**config.mk**
```make
export PLATFORM = sky130hd
export DESIGN_NAME = branch_tag_scheduler_flat
export DESIGN_NICKNAME = d
export VERILOG_FILES = /design/src/rtl/branch_tag_scheduler_if.sv /design/src/rtl/branch_tag_scheduler.sv /design/src/flat_wrapper.sv
export SDC_FILE = /design/constraint.sdc
export NUM_CORES = 1
export LEC_CHECK = 0
export ABC_AREA = 1
export BUFFER_PORTS_ARGS = -buffer_cell sky130_fd_sc_hd__buf_2
export CAP_MARGIN = 20
export CORE_MARGIN = 2
export CORE_UTILIZATION = 30
export CTS_BUF_LIST = sky130_fd_sc_hd__clkbuf_4
export CTS_CLUSTER_SIZE = 30
export DETAILED_ROUTE_END_ITERATION = 8
export GPL_TIMING_DRIVEN = 0
export PLACE_DENSITY = 0.45
export SLEW_MARGIN = 30
export SYNTH_ARGS = -nofsm -noshare
export SYNTH_HDL_FRONTEND = slang
export SYNTH_SLANG_ARGS = --single-unit
```
**constraint.sdc**
```tcl
create_clock -name clock -period 3.2 [get_ports clock]
set_input_delay 0.64 -clock clock [delete_from_list [all_inputs] [get_ports clock]]
set_output_delay 0.64 -clock clock [all_outputs]
set_load 0.02 [all_outputs]
```
**src/rtl/branch_tag_scheduler_if.sv**
```systemverilog
// ---------------------------------------------------------------------------
// branch_tag_scheduler_if
//   Bundles the dispatch-side grant signals and the execute-side resolve /
//   recovery signals of the branch-tag scheduler.
//   Parameters: N (dispatch width), BM_W (number of branch tags).
//   Modports:
//     master : drives br_req and resolve_*, observes grants and recovery.
//     slave  : the scheduler itself.
//   Signals:
//     br_req          slot i is a branch wanting a tag
//     br_gnt          slot i granted (prefix-contiguous)
//     gnt_tag         one-hot tag per granted slot (gnt_tag[i] for slot i)
//     tag_stall_slot  first slot denied a tag, N when none denied
//     b_mask          registered outstanding-tag mask
//     resolve_valid / resolve_tag / resolve_mispred   branch resolution
//     restore_valid / restore_tag / squash_mask        recovery pulse
//     clear_mask      tags correctly resolved last cycle
//     dispatch_stall  block all dispatch this cycle
// ---------------------------------------------------------------------------
interface branch_tag_scheduler_if #(
    parameter int N    = 3,
    parameter int BM_W = 4
);
    localparam int SLOT_W = $clog2(N + 1);

    logic [N-1:0]            br_req;
    logic [N-1:0]            br_gnt;
    logic [N-1:0][BM_W-1:0]  gnt_tag;
    logic [SLOT_W-1:0]       tag_stall_slot;
    logic [BM_W-1:0]         b_mask;
    logic                    resolve_valid;
    logic [BM_W-1:0]         resolve_tag;
    logic                    resolve_mispred;
    logic                    restore_valid;
    logic [BM_W-1:0]         restore_tag;
    logic [BM_W-1:0]         squash_mask;
    logic [BM_W-1:0]         clear_mask;
    logic                    dispatch_stall;

    modport master (
        output br_req, resolve_valid, resolve_tag, resolve_mispred,
        input  br_gnt, gnt_tag, tag_stall_slot, b_mask, restore_valid,
               restore_tag, squash_mask, clear_mask, dispatch_stall
    );

    modport slave (
        input  br_req, resolve_valid, resolve_tag, resolve_mispred,
        output br_gnt, gnt_tag, tag_stall_slot, b_mask, restore_valid,
               restore_tag, squash_mask, clear_mask, dispatch_stall
    );
endinterface

```
**src/rtl/branch_tag_scheduler.sv**
```systemverilog
// ---------------------------------------------------------------------------
// branch_tag_scheduler
//   Allocates branch tags (B_MASK bits) to dispatch slots in slot order,
//   tracks which older tags each tag depends on, frees tags on correct
//   resolution and, on a mispredict, squashes the tag and its dependents and
//   runs a short recovery sequence that stalls dispatch.
//   Ports:
//     clock   rising-edge clock
//     reset   synchronous, active-high
//     io_bus  branch_tag_scheduler_if.slave (grant, resolve, recovery)
//   Optional build macro BR_TAG_STATS_EN adds:
//     o_stat_full_cycles [31:0]  cycles with a branch denied a tag (saturating)
//     o_stat_recoveries  [15:0]  restore pulses issued (saturating)
// ---------------------------------------------------------------------------
module branch_tag_scheduler #(
    parameter int N           = 3,
    parameter int BM_W        = 4,
    parameter int RECOVER_CYC = 1
) (
    input  logic                   clock,
    input  logic                   reset,
    branch_tag_scheduler_if.slave  io_bus
`ifdef BR_TAG_STATS_EN
    ,
    output logic [31:0]            o_stat_full_cycles,
    output logic [15:0]            o_stat_recoveries
`endif
);
    localparam int SLOT_W = $clog2(N + 1);
    localparam int CNT_W  = (RECOVER_CYC > 1) ? $clog2(RECOVER_CYC) : 1;

    typedef enum logic {ST_IDLE, ST_RECOVER} state_t;

    state_t             r_state, w_state_next;
    logic [CNT_W-1:0]   r_cnt, w_cnt_next;
    logic [BM_W-1:0]    r_b_mask;
    logic [BM_W-1:0]    r_dep [BM_W];
    logic               r_restore_valid;
    logic [BM_W-1:0]    r_restore_tag;
    logic [BM_W-1:0]    r_squash_mask;
    logic [BM_W-1:0]    r_clear_mask;

    logic               w_res_hit, w_mispred, w_correct, w_dispatch_stall, w_block;
    logic [BM_W-1:0]    w_clear, w_kill, w_taken;
    logic [N-1:0]       w_gnt;
    logic [N-1:0][BM_W-1:0] w_gnt_tag;
    logic [BM_W-1:0]    w_slot_dep [N];
    logic [SLOT_W-1:0]  w_stall_slot;
    logic [BM_W-1:0]    w_b_mask_next;
    logic [BM_W-1:0]    w_dep_next [BM_W];

    // Resolves only act on tags that are still outstanding; anything else
    // (never allocated, or already squashed) is dropped.
    assign w_res_hit = io_bus.resolve_valid && ((io_bus.resolve_tag & r_b_mask) != '0);
    assign w_mispred = w_res_hit &  io_bus.resolve_mispred;
    assign w_correct = w_res_hit & ~io_bus.resolve_mispred;
    assign w_clear   = w_correct ? io_bus.resolve_tag : '0;

    // Squash set: the mispredicted tag plus every tag allocated under it.
    always_comb begin
        // NOTE: every always_comb output gets a default first so no path can infer a latch.
        w_kill = '0;
        if (w_mispred) begin
            w_kill = io_bus.resolve_tag;
            for (int j = 0; j < BM_W; j++) begin
                if ((r_dep[j] & io_bus.resolve_tag) != '0) w_kill[j] = 1'b1;
            end
        end
        w_kill = w_kill & r_b_mask;
    end

    // Recovery FSM: RECOVER lasts RECOVER_CYC cycles starting with the
    // restore pulse; a new mispredict on a surviving tag restarts it.
    always_comb begin
        w_state_next     = r_state;
        w_cnt_next       = r_cnt;
        w_dispatch_stall = 1'b0;
        case (r_state)
            ST_IDLE: begin
                w_dispatch_stall = io_bus.resolve_valid & io_bus.resolve_mispred;
            end
            ST_RECOVER: begin
                w_dispatch_stall = 1'b1;
                if (r_cnt == CNT_W'(RECOVER_CYC - 1)) begin
                    w_state_next = ST_IDLE;
                    w_cnt_next   = '0;
                end else begin
                    w_cnt_next = r_cnt + 1'b1;
                end
            end
            default: w_state_next = ST_IDLE;
        endcase
        if (w_mispred) begin
            w_state_next = ST_RECOVER;
            w_cnt_next   = '0;
        end
        if (reset) w_dispatch_stall = 1'b0;
    end

    assign w_block = w_dispatch_stall | reset
                   | (io_bus.resolve_valid & io_bus.resolve_mispred);

    // Grant walk: free tags come only from the registered mask, so a tag
    // freed this cycle cannot be handed out until the next one.
    always_comb begin
        logic [BM_W-1:0] avail;
        logic [BM_W-1:0] pick;
        logic            denied;
        avail        = ~r_b_mask;
        pick         = '0;
        denied       = 1'b0;
        w_taken      = '0;
        w_gnt        = '0;
        w_gnt_tag    = '0;
        w_stall_slot = SLOT_W'(N);
        for (int i = 0; i < N; i++) begin
            w_slot_dep[i] = '0;
            if (io_bus.br_req[i] && !denied) begin
                if (avail != '0) begin
                    pick          = avail & (~avail + 1'b1);   // lowest free tag
                    w_gnt[i]      = 1'b1;
                    w_gnt_tag[i]  = pick;
                    w_slot_dep[i] = r_b_mask | w_taken;
                    w_taken       = w_taken | pick;
                    avail         = avail & ~pick;
                end else begin
                    denied       = 1'b1;
                    w_stall_slot = SLOT_W'(i);
                end
            end
        end
        if (w_block) begin
            w_gnt     = '0;
            w_gnt_tag = '0;
            w_taken   = '0;
        end
        if (reset) w_stall_slot = SLOT_W'(N);
    end

    assign w_b_mask_next = (r_b_mask & ~w_clear & ~w_kill) | w_taken;

    always_comb begin
        for (int j = 0; j < BM_W; j++) begin
            w_dep_next[j] = w_kill[j] ? '0 : (r_dep[j] & ~w_clear & ~w_kill);
            for (int i = 0; i < N; i++) begin
                if (w_gnt_tag[i][j]) w_dep_next[j] = w_slot_dep[i] & ~w_clear;
            end
        end
    end

    always_ff @(posedge clock) begin
        // NOTE: sequential state uses non-blocking assignments so every register samples pre-edge values.
        if (reset) begin
            r_state         <= ST_IDLE;
            r_cnt           <= '0;
            r_b_mask        <= '0;
            r_restore_valid <= 1'b0;
            r_restore_tag   <= '0;
            r_squash_mask   <= '0;
            r_clear_mask    <= '0;
            for (int j = 0; j < BM_W; j++) r_dep[j] <= '0;
        end else begin
            r_state         <= w_state_next;
            r_cnt           <= w_cnt_next;
            r_b_mask        <= w_b_mask_next;
            r_restore_valid <= w_mispred;
            r_restore_tag   <= w_mispred ? io_bus.resolve_tag : '0;
            r_squash_mask   <= w_kill;
            r_clear_mask    <= w_clear;
            for (int j = 0; j < BM_W; j++) r_dep[j] <= w_dep_next[j];
        end
    end

    assign io_bus.br_gnt         = w_gnt;
    assign io_bus.gnt_tag        = w_gnt_tag;
    assign io_bus.tag_stall_slot = w_stall_slot;
    assign io_bus.b_mask         = r_b_mask;
    assign io_bus.restore_valid  = r_restore_valid;
    assign io_bus.restore_tag    = r_restore_tag;
    assign io_bus.squash_mask    = r_squash_mask;
    assign io_bus.clear_mask     = r_clear_mask;
    assign io_bus.dispatch_stall = w_dispatch_stall;

`ifdef BR_TAG_STATS_EN
    logic [31:0] r_stat_full_cycles;
    logic [15:0] r_stat_recoveries;

    always_ff @(posedge clock) begin
        if (reset) begin
            r_stat_full_cycles <= '0;
            r_stat_recoveries  <= '0;
        end else begin
            if ((w_stall_slot < SLOT_W'(N)) && (io_bus.br_req != '0)
                && (r_stat_full_cycles != '1))
                r_stat_full_cycles <= r_stat_full_cycles + 1'b1;
            if (r_restore_valid && (r_stat_recoveries != '1))
                r_stat_recoveries <= r_stat_recoveries + 1'b1;
        end
    end

    assign o_stat_full_cycles = r_stat_full_cycles;
    assign o_stat_recoveries  = r_stat_recoveries;
`endif
endmodule
```
**src/flat_wrapper.sv**
```systemverilog
// flat-port wrapper written by rule: the top's interface ports become plain ports
module branch_tag_scheduler_flat 
#(
    parameter int N           = 3,
    parameter int BM_W        = 4,
    parameter int RECOVER_CYC = 1
)
  (clock, reset, io_bus_br_req, io_bus_resolve_valid, io_bus_resolve_tag, io_bus_resolve_mispred, io_bus_br_gnt, io_bus_gnt_tag, io_bus_tag_stall_slot, io_bus_b_mask, io_bus_restore_valid, io_bus_restore_tag, io_bus_squash_mask, io_bus_clear_mask, io_bus_dispatch_stall);
  branch_tag_scheduler_if #(.N(N), .BM_W(BM_W)) io_bus_i ();
  input  logic clock;
  input  logic reset;
  input wire logic [$bits(io_bus_i.br_req)-1:0] io_bus_br_req;
  input wire logic [$bits(io_bus_i.resolve_valid)-1:0] io_bus_resolve_valid;
  input wire logic [$bits(io_bus_i.resolve_tag)-1:0] io_bus_resolve_tag;
  input wire logic [$bits(io_bus_i.resolve_mispred)-1:0] io_bus_resolve_mispred;
  output wire logic [$bits(io_bus_i.br_gnt)-1:0] io_bus_br_gnt;
  output wire logic [$bits(io_bus_i.gnt_tag)-1:0] io_bus_gnt_tag;
  output wire logic [$bits(io_bus_i.tag_stall_slot)-1:0] io_bus_tag_stall_slot;
  output wire logic [$bits(io_bus_i.b_mask)-1:0] io_bus_b_mask;
  output wire logic [$bits(io_bus_i.restore_valid)-1:0] io_bus_restore_valid;
  output wire logic [$bits(io_bus_i.restore_tag)-1:0] io_bus_restore_tag;
  output wire logic [$bits(io_bus_i.squash_mask)-1:0] io_bus_squash_mask;
  output wire logic [$bits(io_bus_i.clear_mask)-1:0] io_bus_clear_mask;
  output wire logic [$bits(io_bus_i.dispatch_stall)-1:0] io_bus_dispatch_stall;
  assign io_bus_i.br_req = io_bus_br_req;
  assign io_bus_i.resolve_valid = io_bus_resolve_valid;
  assign io_bus_i.resolve_tag = io_bus_resolve_tag;
  assign io_bus_i.resolve_mispred = io_bus_resolve_mispred;
  assign io_bus_br_gnt = io_bus_i.br_gnt;
  assign io_bus_gnt_tag = io_bus_i.gnt_tag;
  assign io_bus_tag_stall_slot = io_bus_i.tag_stall_slot;
  assign io_bus_b_mask = io_bus_i.b_mask;
  assign io_bus_restore_valid = io_bus_i.restore_valid;
  assign io_bus_restore_tag = io_bus_i.restore_tag;
  assign io_bus_squash_mask = io_bus_i.squash_mask;
  assign io_bus_clear_mask = io_bus_i.clear_mask;
  assign io_bus_dispatch_stall = io_bus_i.dispatch_stall;
  branch_tag_scheduler #(.N(N), .BM_W(BM_W), .RECOVER_CYC(RECOVER_CYC)) u_core (.clock(clock), .reset(reset), .io_bus(io_bus_i));
endmodule
```
Word level (Yosys, flattened, before mapping)

Memory sizes are Yosys's and may differ from the RTL's.
Cells that the tools add are included.
W data, S select, Z words.

Bits in registers: 19
Bits in writable memories: 16
Input bits: 11
Logic and storage cells: 151
Memories kept: 1

Memories:

| memory       | depth | width | rd ports | clocked after Yosys merged registers in | write ports | RTL line                   | RTL |
|---|---|---|---|---|---|---|---|
| u_core.r_dep | 4     | 4     | 4        | 0                                       | 4           | branch_tag_scheduler.sv:37 | `logic [BM_W-1:0] r_dep [BM_W];` |

Add/sub/neg operators: 4
Multiplexer cells: 75
Bitwise logic cells: 49
Reduce and logical (&&, ||, !) cells: 15

Operators with widths:

| cell                  | number |
|---|---|
| $mux W4               | 43 |
| $and A4 B4 Y4         | 24 |
| $not A4 Y4            | 8 |
| $reduce_bool A4 Y1    | 8 |
| $mux W1               | 22 |
| $or A4 B4 Y4          | 5 |
| $mux W2               | 7 |
| $add A4 B1 Y4 const B | 3 |
| $mux W12              | 1 |
| $or A1 B1 Y1          | 6 |
| $reduce_or A2 Y1      | 2 |
| $and A1 B1 Y1         | 3 |
| $logic_and A1 B1 Y1   | 3 |
| $mux W3               | 1 |
| $not A1 Y1            | 3 |
| $logic_not A1 Y1      | 2 |
| $pmux W1 S2           | 1 |
| $add A1 B1 Y1 const B | 1 |

Logic depth before layout (Yosys ltp)

Gate-level depths: netlist of run 1.

Depth after elaboration: 25
Gate-level depth with buffers: 14
Mapped depth without buffers: 13

Worst setup path after synthesis of run 1

No wires, ideal clock.

Path kind: input-to-output
Start: input port io_bus_br_req[0]
End: output port io_bus_tag_stall_slot[0]
Arrival time: 1681 ps
Required time: 2560 ps
Slack: 879 ps
Cell stages on the path: 8
Path buffers: 0
Cells stage by stage: nand2_2 nor2_1 nor2_2 nand2_1 nand2_1 nand3_1 o21ai_0 nand2_1

Cells in the longest elaborated chain, start to end: 12

RTL lines:

| element            | RTL line                    | RTL |
|---|---|---|
| start: declaration | flat_wrapper.sv:12          | `input wire logic [$bits(io_bus_i.br_req)-1:0] io_bus_br_req;` |
| $mux W4            | branch_tag_scheduler.sv:118 | `if (io_bus.br_req[i] && !denied) begin` |
| $not A4 Y4         | branch_tag_scheduler.sv:120 | `pick = avail & (~avail + 1'b1);` |
| $add A4 B1 Y4      | branch_tag_scheduler.sv:120 |  |
| $and A4 B4 Y4      | branch_tag_scheduler.sv:120 |  |
| $not A4 Y4         | branch_tag_scheduler.sv:125 | `avail = avail & ~pick;` |
| $and A4 B4 Y4      | branch_tag_scheduler.sv:125 |  |
| $mux W4            | branch_tag_scheduler.sv:119 | `if (avail != '0) begin` |
| $mux W4            | branch_tag_scheduler.sv:118 |  |
| $reduce_bool A4 Y1 | branch_tag_scheduler.sv:119 |  |
| $mux W2            | branch_tag_scheduler.sv:119 |  |
| $mux W2 (*)        | branch_tag_scheduler.sv:118 |  |
| $mux W2 (*)        | branch_tag_scheduler.sv:137 | `if (reset) w_stall_slot = SLOT_W'(N);` |
| end: declaration   | flat_wrapper.sv:18          | `output wire logic [$bits(io_bus_i.tag_stall_slot)-1:0] io_bus_tag_stall_slot;` |

Mark *: on every way between the ends. The rest lies on a longest branch, timed or not.

Final worst setup path of run 1

Start: register u_core.r_b_mask[1] (netlist: u_core.io_bus.b_mask[1])
End: output port io_bus_tag_stall_slot[0]

Cells in the longest elaborated chain, start to end: 19

RTL lines:

| element                  | RTL line                    | RTL |
|---|---|---|
| start: declaration       | branch_tag_scheduler.sv:36  | `logic [BM_W-1:0] r_b_mask;` |
| start signal: assignment | branch_tag_scheduler.sv:165 | `r_b_mask <= w_b_mask_next;` |
| $not A4 Y4 (*)           | branch_tag_scheduler.sv:109 | `avail = ~r_b_mask;` |
| $not A4 Y4               | branch_tag_scheduler.sv:120 |  |
| $add A4 B1 Y4            | branch_tag_scheduler.sv:120 |  |
| $and A4 B4 Y4            | branch_tag_scheduler.sv:120 |  |
| $not A4 Y4               | branch_tag_scheduler.sv:125 |  |
| $and A4 B4 Y4            | branch_tag_scheduler.sv:125 |  |
| $mux W4                  | branch_tag_scheduler.sv:119 |  |
| $mux W4                  | branch_tag_scheduler.sv:118 |  |
| [3 not listed]           | -                           |  |
| $not A4 Y4               | branch_tag_scheduler.sv:125 |  |
| $and A4 B4 Y4            | branch_tag_scheduler.sv:125 |  |
| $mux W4                  | branch_tag_scheduler.sv:119 |  |
| $mux W4                  | branch_tag_scheduler.sv:118 |  |
| $reduce_bool A4 Y1       | branch_tag_scheduler.sv:119 |  |
| $mux W2                  | branch_tag_scheduler.sv:119 |  |
| $mux W2 (*)              | branch_tag_scheduler.sv:118 |  |
| $mux W2 (*)              | branch_tag_scheduler.sv:137 |  |

Marks and branches as above.

==> impl.org, run 1 <==
** Status
- Run status :: finished, final reports clean

** Clock network
- For this design, the sink count on the clock tree is 29.
- Buffers added to address setup during post-CTS repair amount to 0.
- The longest clock path from root to sink contains 2 buffers.
- The later pin in the worst-skew pair is clocked with a latency of about 0.35 ns.
- CTS Root Cell :: clkbuf_4
- TritonCTS built the clock tree.
- The number of clock buffers added by TritonCTS is 5.
- Number of hold buffers added after cts :: 0
- The H-tree was split into 2 levels.
- Post-CTS repair changed the size of 0 cells.
- After clock tree synthesis, the clock-pin slew on the worst setup and hold paths is 0.11 ns.

** STA
- After routing, the total negative slack on setup checks comes to 0 ns.
- The number of pins with negative max-slew slack in the final report was 0.
- Transition at the pin with the smallest max-transition slack :: 0.5670 ns
- Endpoints failing hold :: 0
- Worst clock skew :: 0.01339 ns
- Headroom to the max-slew limit came out at about 62%.
- Counting I/O delays and the setup requirement, the final critical path takes 2.973 ns.
- Finish-stage setup viols :: 0
- Fmax achieved :: around 340 MHz
- Setup repair after global routing left no endpoint under its margin.
- Final cycle utilization of the critical path :: 92.92%

** Worst setup path
- By startpoint and endpoint, the worst setup path is classified as register to primary output.
- CP endpoint kind :: primary output
- STA classifies the critical path startpoint as a register.
- Along the worst path, the maximum fanout reaches 8.
- Critical Path RT :: 2.56 ns
- Endpoint arrival time on the critical path :: between 2 and 2.5 ns

** Synthesis
- After synthesis, the largest area contributor takes up 27.07% of total cell area.
- After synthesis the netlist holds a flip-flop and latch count of 29.
- By area the synthesized netlist is led by dfxtp_1 (27%), nand2_1 (22%), nor2_1 (10%), inv_1 (9.6%), nand3_1 (8.6%).
- Dominant register cell in the synthesized netlist :: dfxtp_1
- Asr flop ratio synth :: 0%
- Of the synthesized area, sequential elements account for between 20 and 30%.
- Avg Cell Area, Syn :: 5.556 um2
- Combined area of all synthesized cells :: 2145 um2
- Yosys warnings :: 0
- Synthesis instantiated 27 different standard cells from the library.
- After technology mapping, the gate count stands at between 300 and 400.
- The number of nets in the synthesized netlist is approximately 400.
- Biggest area consumer among synthesized cells :: dfxtp_1
- The synthesized design contains 0 enable-type register cells.

** Layout
- Leading cell types in the layout, fill and taps excluded :: nand2_1 (128), nor2_1 (57), inv_1 (55)
- Summing all non-filler instances in the final layout gives an area of 2545 um2.
- Count of fill cells added during filler insertion :: a little over 800
- In the final layout, the multi-input gates occupy roughly 1300 um2.
- Layout Area Growth over Synthesis :: 18.67%
- The number of antenna diodes in the final layout is 0.
- Most common cell after layout, fill and taps aside :: nand2_1
- Number of nets in the layout :: 448
- Of the cells placed in the final design, the portion with a size suffix greater than 1 is 18.26%.
- Post-layout instance count excluding filler cells :: 534
- Sequential cell area :: between 500 and 600 um2

** Power and ir drop
- IR analysis of the VDD net gives a maximum drop of between 100 and 150 uV.
- Pwr Density :: 338.5 nW/um2
- In this run the static leakage power is 1.406 nW.

** Place
- In this run the cell area measured after placement is 2485 um2.
- GPL Wtd Cong :: just under 0.9
- Detailed placement ended at an HPWL of 6398 um.
- Buffers added on ports :: 44
- Number of placed cells counting well taps :: 526

** Route
- The final route contains between 2k and 3k vias.
- Wires add up to 8059 um.
- The detailed router finished its first iteration with roughly 150 violations.
- After detailed routing, the number of remaining DRC violations is 0.
- In the routed layout, each cell is associated on average with a via count of 4.798.
- Once detail routing completed, the nets flagged for antenna violations numbered 0.
- Number of detailed-routing iterations run before antenna repair :: 4
- Dividing the detail-routed wire length by the instance count gives ~15 um.

** Global routing
- Pin count of the biggest net entering global routing :: 11
- Total routing resource utilization after global routing :: around 22%
- Total congestion overflow :: 0
- Initial antenna violation count :: 0
- The first global-routing pass estimated 12,920 um of wire.
- Number of global-route vias before repair :: 2,392

** Die
- In this run the vertical extent of the chip is 88.55 um.
- In this run the horizontal extent of the chip is 88.55 um.
- During I/O placement, the number of pins put on the boundary was 46.
- Std cell rows :: 30
- The floorplan step defined a die boundary enclosing just under 8000 um2.
- The floorplan step defined a core boundary enclosing 6869 um2.
- Starting density of the core :: 31.22%

** Min path
- The min-delay analysis places its worst path in the category primary input to register.

** Run
- Across the run, the number of max-cap violations was 0.
synth_stat cells, types with 2 or more instances:
cell type,count
nor2_1,57
nand3b_1,2
nor2_4,3
inv_1,55
nand4_1,9
nor2_2,7
o21ai_0,15
buf_1,2
a21oi_1,15
nand3_1,37
inv_2,3
nor3_1,4
nand2_2,5
dfxtp_1,29
buf_2,4
nand2_1,128
layer usage:
layer  wire (um)  track usage, %
met1        3656           29.48
met2        3680           36.64
met3         580           4.664
met4         142           6.749
met5           0               0
logic make-up (layout without fill, tap and decap cells):
kind of cell	Yosys count	after routing	share of synthesized area (%)
simple gates	255	255	52.10
buf+inv	67	119	12.14
compound gates	35	35	8.693
flops	29	29	27.07
worst max-delay path: stages (launching register included):
cell and delay (ns):
dfxtp_1 0.35, buf_2 0.21, inv_1 0.20, nand2_1 0.14, nand2_1 0.09, nor2_2 0.14
nand2_1 0.07, nand2_1 0.08, nand3_1 0.25, o21ai_0 0.24, nand2_1 0.06, buf_2 0.17
per-stage QoR:
| step | power (W) | util (%) | worst slack, ns | hold slack [ns] |
|---|---|---|---|---|
| after floorplan | 0.0005557 | - | 0.8792 | 0.6057 |
| after global placement | 0.0006350 | 36.17 | 0.3488 | 0.6581 |
| after detailed placement | 0.0006332 | 36.17 | 0.3639 | 0.6516 |
| after CTS | 0.0008647 | 36.98 | 0.2416 | 0.5464 |
| after global routing | 0.0009140 | 37.05 | 0.01492 | 0.5594 |
| final | 0.0008614 | 37.05 | 0.2266 | 0.5528 |
registers in the layout, summed over array words and instances (netlist names):
name / flops
u_core.io_bus.restore_valid: 1
u_core.io_bus.restore_tag: 4
u_core.io_bus.b_mask: 4
u_core.r_dep: 12
u_core.io_bus.squash_mask: 4
u_core.io_bus.clear_mask: 4
power breakdown:
part / internal, W / switching (W) / total [W]
Combinational: 0.0000689 / 0.000175 / 0.000244
Sequential: 0.000375 / 0.00000755 / 0.000382
Clock: 0.0000827 / 0.000152 / 0.000235
Total: 0.000526 / 0.000335 / 0.000861
path summary, 6_finish.rpt:
path	cells past startpoint	to	startpoint	slack (ns)
setup / recovery	11	io_bus_tag_stall_slot[0]	u_core.io_bus.b_mask[1]	0.23
hold / removal	2	u_core.io_bus.b_mask[2]	reset	0.55
setup reg to reg	14	u_core.r_dep[0][8]	u_core.io_bus.b_mask[2]	1.05
hold reg to reg	4	u_core.r_dep[0][1]	u_core.r_dep[0][1]	0.68
area by class of cell:
class,count,area share (%)
multi-input cells,290,51.43
flip-flops and latches,29,22.81
inverters,60,8.948
repair buffers,44,8.653
well taps,96,4.720
clock buffers,5,1.475
plain buffers,7,1.278
clock inverters,3,0.6883
(Power assumes the default switching activity.)
==> run 2: changes to the inputs <==
ABC_AREA = not set   (was 1)
SKIP_LAST_GASP = 1   (was not set)
==> run 2 against run 1 <==
Sequential share of layout area fell by 1.2 points. Clock power shrank 10%. Utilization shrank 0.21 points. Worst hold slack gained 0.069 ns. Register-to-register slack worse by 0.52 ns. First-iteration DRC count increased by 120%. Synthesized area is 6.1% higher. Non-clock buffer count grew 16. Clock skew decreased by 0.0039 ns. Setup slack worse by 0.094 ns. Critical endpoint is now io_bus_gnt_tag[11]. Largest cell class unchanged. Highest routed layer unchanged.
==> impl.org, run 2 <==
** Global routing
- The remaining global-route overflow was 0 (unchanged).
- The wire length of the first global-routing pass is 14,250 um (+10%).
- The total routing resource utilization after global routing is 22.08% (-0.23 points).
- The initial antenna violation count was 0 (unchanged).
- Number of global-route vias before repair :: 2,452 (+2.5%)
- Pin count of the biggest net entering global routing :: 11 (unchanged)

** Clock network
- Clock sink count :: 29 (unchanged)
- CTS Root Cell :: clkbuf_4
- Number of buffers inserted during clock tree synthesis :: 5 (unchanged)
- Clock tree buffer depth :: 2 (unchanged)
- Clock transition at path regs :: 0.10 ns (about the same)
- H-tree level count :: 2 (unchanged)
- The latest clock arrival within the worst-skew pair came to 0.34 ns (about the same).
- TritonCTS built the clock tree.
- The number of buffers inserted for hold repair after clock tree synthesis is 0 (unchanged).
- The setup fix buffers added after clock tree synthesis was 0 (unchanged).

** Worst setup path
- The worst register-to-register path begins at u_core.io_bus.b_mask[2].
- Critical Path RT :: 2.56 ns (about the same)
- CP endpoint kind :: primary output
- Critical-path cell list :: buf_2 > and2_1 > a221oi_2 > nor2_1 > or4_4 > clkinv_4 > buf_2
- Worst-case register-to-register setup slack :: 0.53 ns (-0.52 ns)
- Critical Path Slowest Stage Cell :: or4_4
- The worst register-to-register path ends at u_core.r_dep[0][6].
- Slowest Stage Delay on Critical Path :: 0.57 ns (+0.22 ns)
- The worst setup path is of the register to primary output kind.
- Endpoint arrival time on the critical path :: 2.43 ns (+0.10 ns)
- Cell depth of the worst flop-to-flop path :: 7 (-7)
- Crit path max fanout :: 10 (+2)
- Critical Path Start Type :: register
- Most repeated library cell on the critical path :: buf_2

** Synthesis
- Dominant cells by area after synthesis :: dfxtp_1 (26%), a21oi_1 (4.0%), nand2_1 (3.5%), a21o_1 (3.3%), nand3_1 (3.3%)
- Number of storage elements in the synthesis netlist :: 29 (unchanged)
- Yosys warnings :: 0 (unchanged)
- Counting instances in the post-synthesis netlist gives the leading cell types as dfxtp_1 (29), nand2_1 (21), nor2_1 (20).
- Post-synthesis cell type count :: 62 (+130%)
- The area share of the leading cell type in the synthesized netlist was 25.51% (-1.6 points).
- Asr flop ratio synth :: 0% (unchanged)
- The largest total area in the synthesized netlist belongs to dfxtp_1.
- Among all flip-flop cells after synthesis, the most frequent one is dfxtp_1.
- In the post-synthesis netlist, the cell with the most instances is dfxtp_1.
- EDFF count, synth :: 0 (unchanged)
- Synthesized netlist net count :: 302 (-24%)
- The area of the mapped netlist was 2276 um2 (+6.1%).
- Part of the Yosys area used for sequential elements :: 25.51% (-1.6 points)
- The count of mapped cells out of synthesis is 291 (-25%).
- The synthesized area per cell came to 7.821 um2 (+41%).

** Layout
- Number of nets in the layout :: 349 (-22%)
- Fraction of final layout cells sized beyond drive strength 1 :: 25.37% (+7.1 points)
- Sequential cell area :: 580.6 um2 (unchanged)
- Total inserted antenna cells :: 0 (unchanged)
- Largest reg by FF count :: u_core.r_dep
- Compared with the post-synthesis result, the final layout area differs by 18.03%.
- The number of filler cells placed in the layout was 818 (-1.1%).
- Leading cell types in the layout, fill and taps excluded :: buf_2 (54), dfxtp_1 (29), nand2_1 (21)
- Footprint of the multi-input gates :: 1548 um2 (+18%)
- Max reg flops :: 12 (unchanged)
- Most common cell after layout, fill and taps aside :: buf_2
- The final cell count without fillers was 438 (-18%).

** STA
- The number of setup violations in the final report was 0 (unchanged).
- The highest clock rate is 326.1 MHz (-3.0%).
- Worst clock skew :: 0.009516 ns (-0.003871 ns)
- The clock period minus final worst setup slack was 3.067 ns (+0.09352 ns).
- The slew at the pin closest to its max-slew limit came to 0.8648 ns (+0.2978 ns).
- Final cycle utilization of the critical path :: 95.84% (+2.9 points)
- Setup repair after global routing left no endpoint under its margin.
- Number of pins exceeding their max-slew limit in the final report :: 0 (unchanged)
- Worst max-slew margin expressed relative to the limit :: 41.73% (-20 points)
- The final number of hold-violating endpoints is 0 (unchanged).

** Power and ir drop
- VDD IR-drop max :: 95.31 uV (-23%)
- The static leakage is 1.104 nW (-21%).
- The power consumption was 0.0008826 W (+2.5%).
- Pwr Density :: 328.5 nW/um2 (-2.9%)

** Place
- The final estimated routing congestion in global placement was 0.9496 (+7.2%).
- Buffers added on ports :: 41 (-6.8%)
- Detailed placement HPWL :: 6926 um (+8.2%)
- Number of placed cells counting well taps :: 431 (-18%)

** Route
- Number of antenna-violating nets in the routed design :: 0 (unchanged)
- Number of remaining DRC errors :: 0 (unchanged)
- The final wirelength was 9326 um (+16%).
- The total number of vias was 2,627 (+2.5%).
- Wire per inst :: 21.29 um (+41%)
- The routed via count divided by cell count is 5.998 (+25%).
- The DRC violation total after the first TritonRoute iteration is 332 (+120%).
- Number of detailed-routing iterations run before antenna repair :: 5 (+1)

** Die
- Vertical extent of the die :: 91.10 um (+2.9%)
- The die outline width was 91.10 um (+2.9%).
- The number of top-level design ports is 46 (unchanged).
- Core Area :: 7292 um2 (+6.2%)
- Total die area :: 8299 um2 (+5.8%)
- Std cell rows :: 31 (+3.3%)
- The starting utilization of the core area was 31.21% (about the same).

** Min path
- For hold timing, the worst endpoint is u_core.r_dep[0][9].
- The tightest min-delay check is of the register to register type.
- Origin of the worst min-delay path :: u_core.r_dep[0][9]
- Hold depth :: 3 (+1)

** Status
- Run status :: finished, final reports clean

** Run
- The number of maximum-capacitance constraint violations was 0 (unchanged).
[run 2: logic make-up after synthesis]
family	Yosys count	synth area share (%)
AOI/OAI and AO/OA	117	40.35
xor gates and xnor gates	4	1.540
adders and majority gates	3	1.374
buffers and inverters	39	7.917
DFF	29	25.51
muxes	1	0.4398
and+or+nand+nor	98	22.87
[run 2: how the worst max path moves through the flow]
stage	from	endpoint	slack, ns	depth (start not counted)
final	u_core.io_bus.b_mask[1]	io_bus_gnt_tag[11]	0.13	7
after global routing	u_core.io_bus.b_mask[2]	io_bus_gnt_tag[11]	0.01	7
after detailed placement	io_bus_resolve_valid	io_bus_gnt_tag[9]	-0.12	5
after global placement	io_bus_resolve_valid	io_bus_gnt_tag[9]	-0.15	5
after floorplan	io_bus_br_req[1]	io_bus_br_gnt[2]	0.50	6
after CTS	io_bus_br_req[0]	io_bus_br_gnt[2]	0.004	9
[run 2: metrics by stage]
stage	util [%]	cell area, um2	hold WS, ns	TNS [ns]	setup slack (ns)
final	36.84	2686	0.6220	0	0.1331
after global routing	36.84	2686	0.6466	0	0.01072
after CTS	36.55	2665	0.6193	0	0.003770
after detailed placement	35.72	2605	0.5972	-0.1642	-0.1192
after global placement	35.72	2605	0.6114	-0.2420	-0.1489
after floorplan	-	2276	0.5674	0	0.5014
[run 2: area by class of cell]
class                           instances  share of cell area (%)
Multi-Input combinational cell        223                   57.62
Sequential cell                        29                   21.61
Clock inverter                          3                  0.4658
Buffer                                 26                   4.797
Tap cell                               99                   4.611
Timing Repair Buffer                   41                   7.639
Inverter                               12                   1.863
Clock buffer                            5                   1.397
[run 2: power by group]
group	internal, W	total (W)	switching [W]
registers	0.000374	0.000387	0.0000126
logic	0.0000928	0.000284	0.000191
clock network	0.0000792	0.000211	0.000132
[run 2: critical path, delay by kind of cell, from the launching register on]
family	cells	cell delay (ns)
buffers and inverters	3	0.42
AND/OR/NAND/NOR	3	0.95
AO/OA/AOI/OAI	1	0.36
flip-flops	1	0.34
[run 2: what timing repair did]
action	in CTS	in global routing
endpoints found under the hold margin	0	0
setup endpoints to repair	4	5
resized for setup	3	5
[run 2: metal layers]
| metal | GRT usage [%] | wire (um) |
|---|---|---|
| met1 | 30.38 | 4114 |
| met2 | 34.01 | 4085 |
| met3 | 5.228 | 931 |
| met4 | 6.944 | 195 |
| met5 | 0 | 0 |
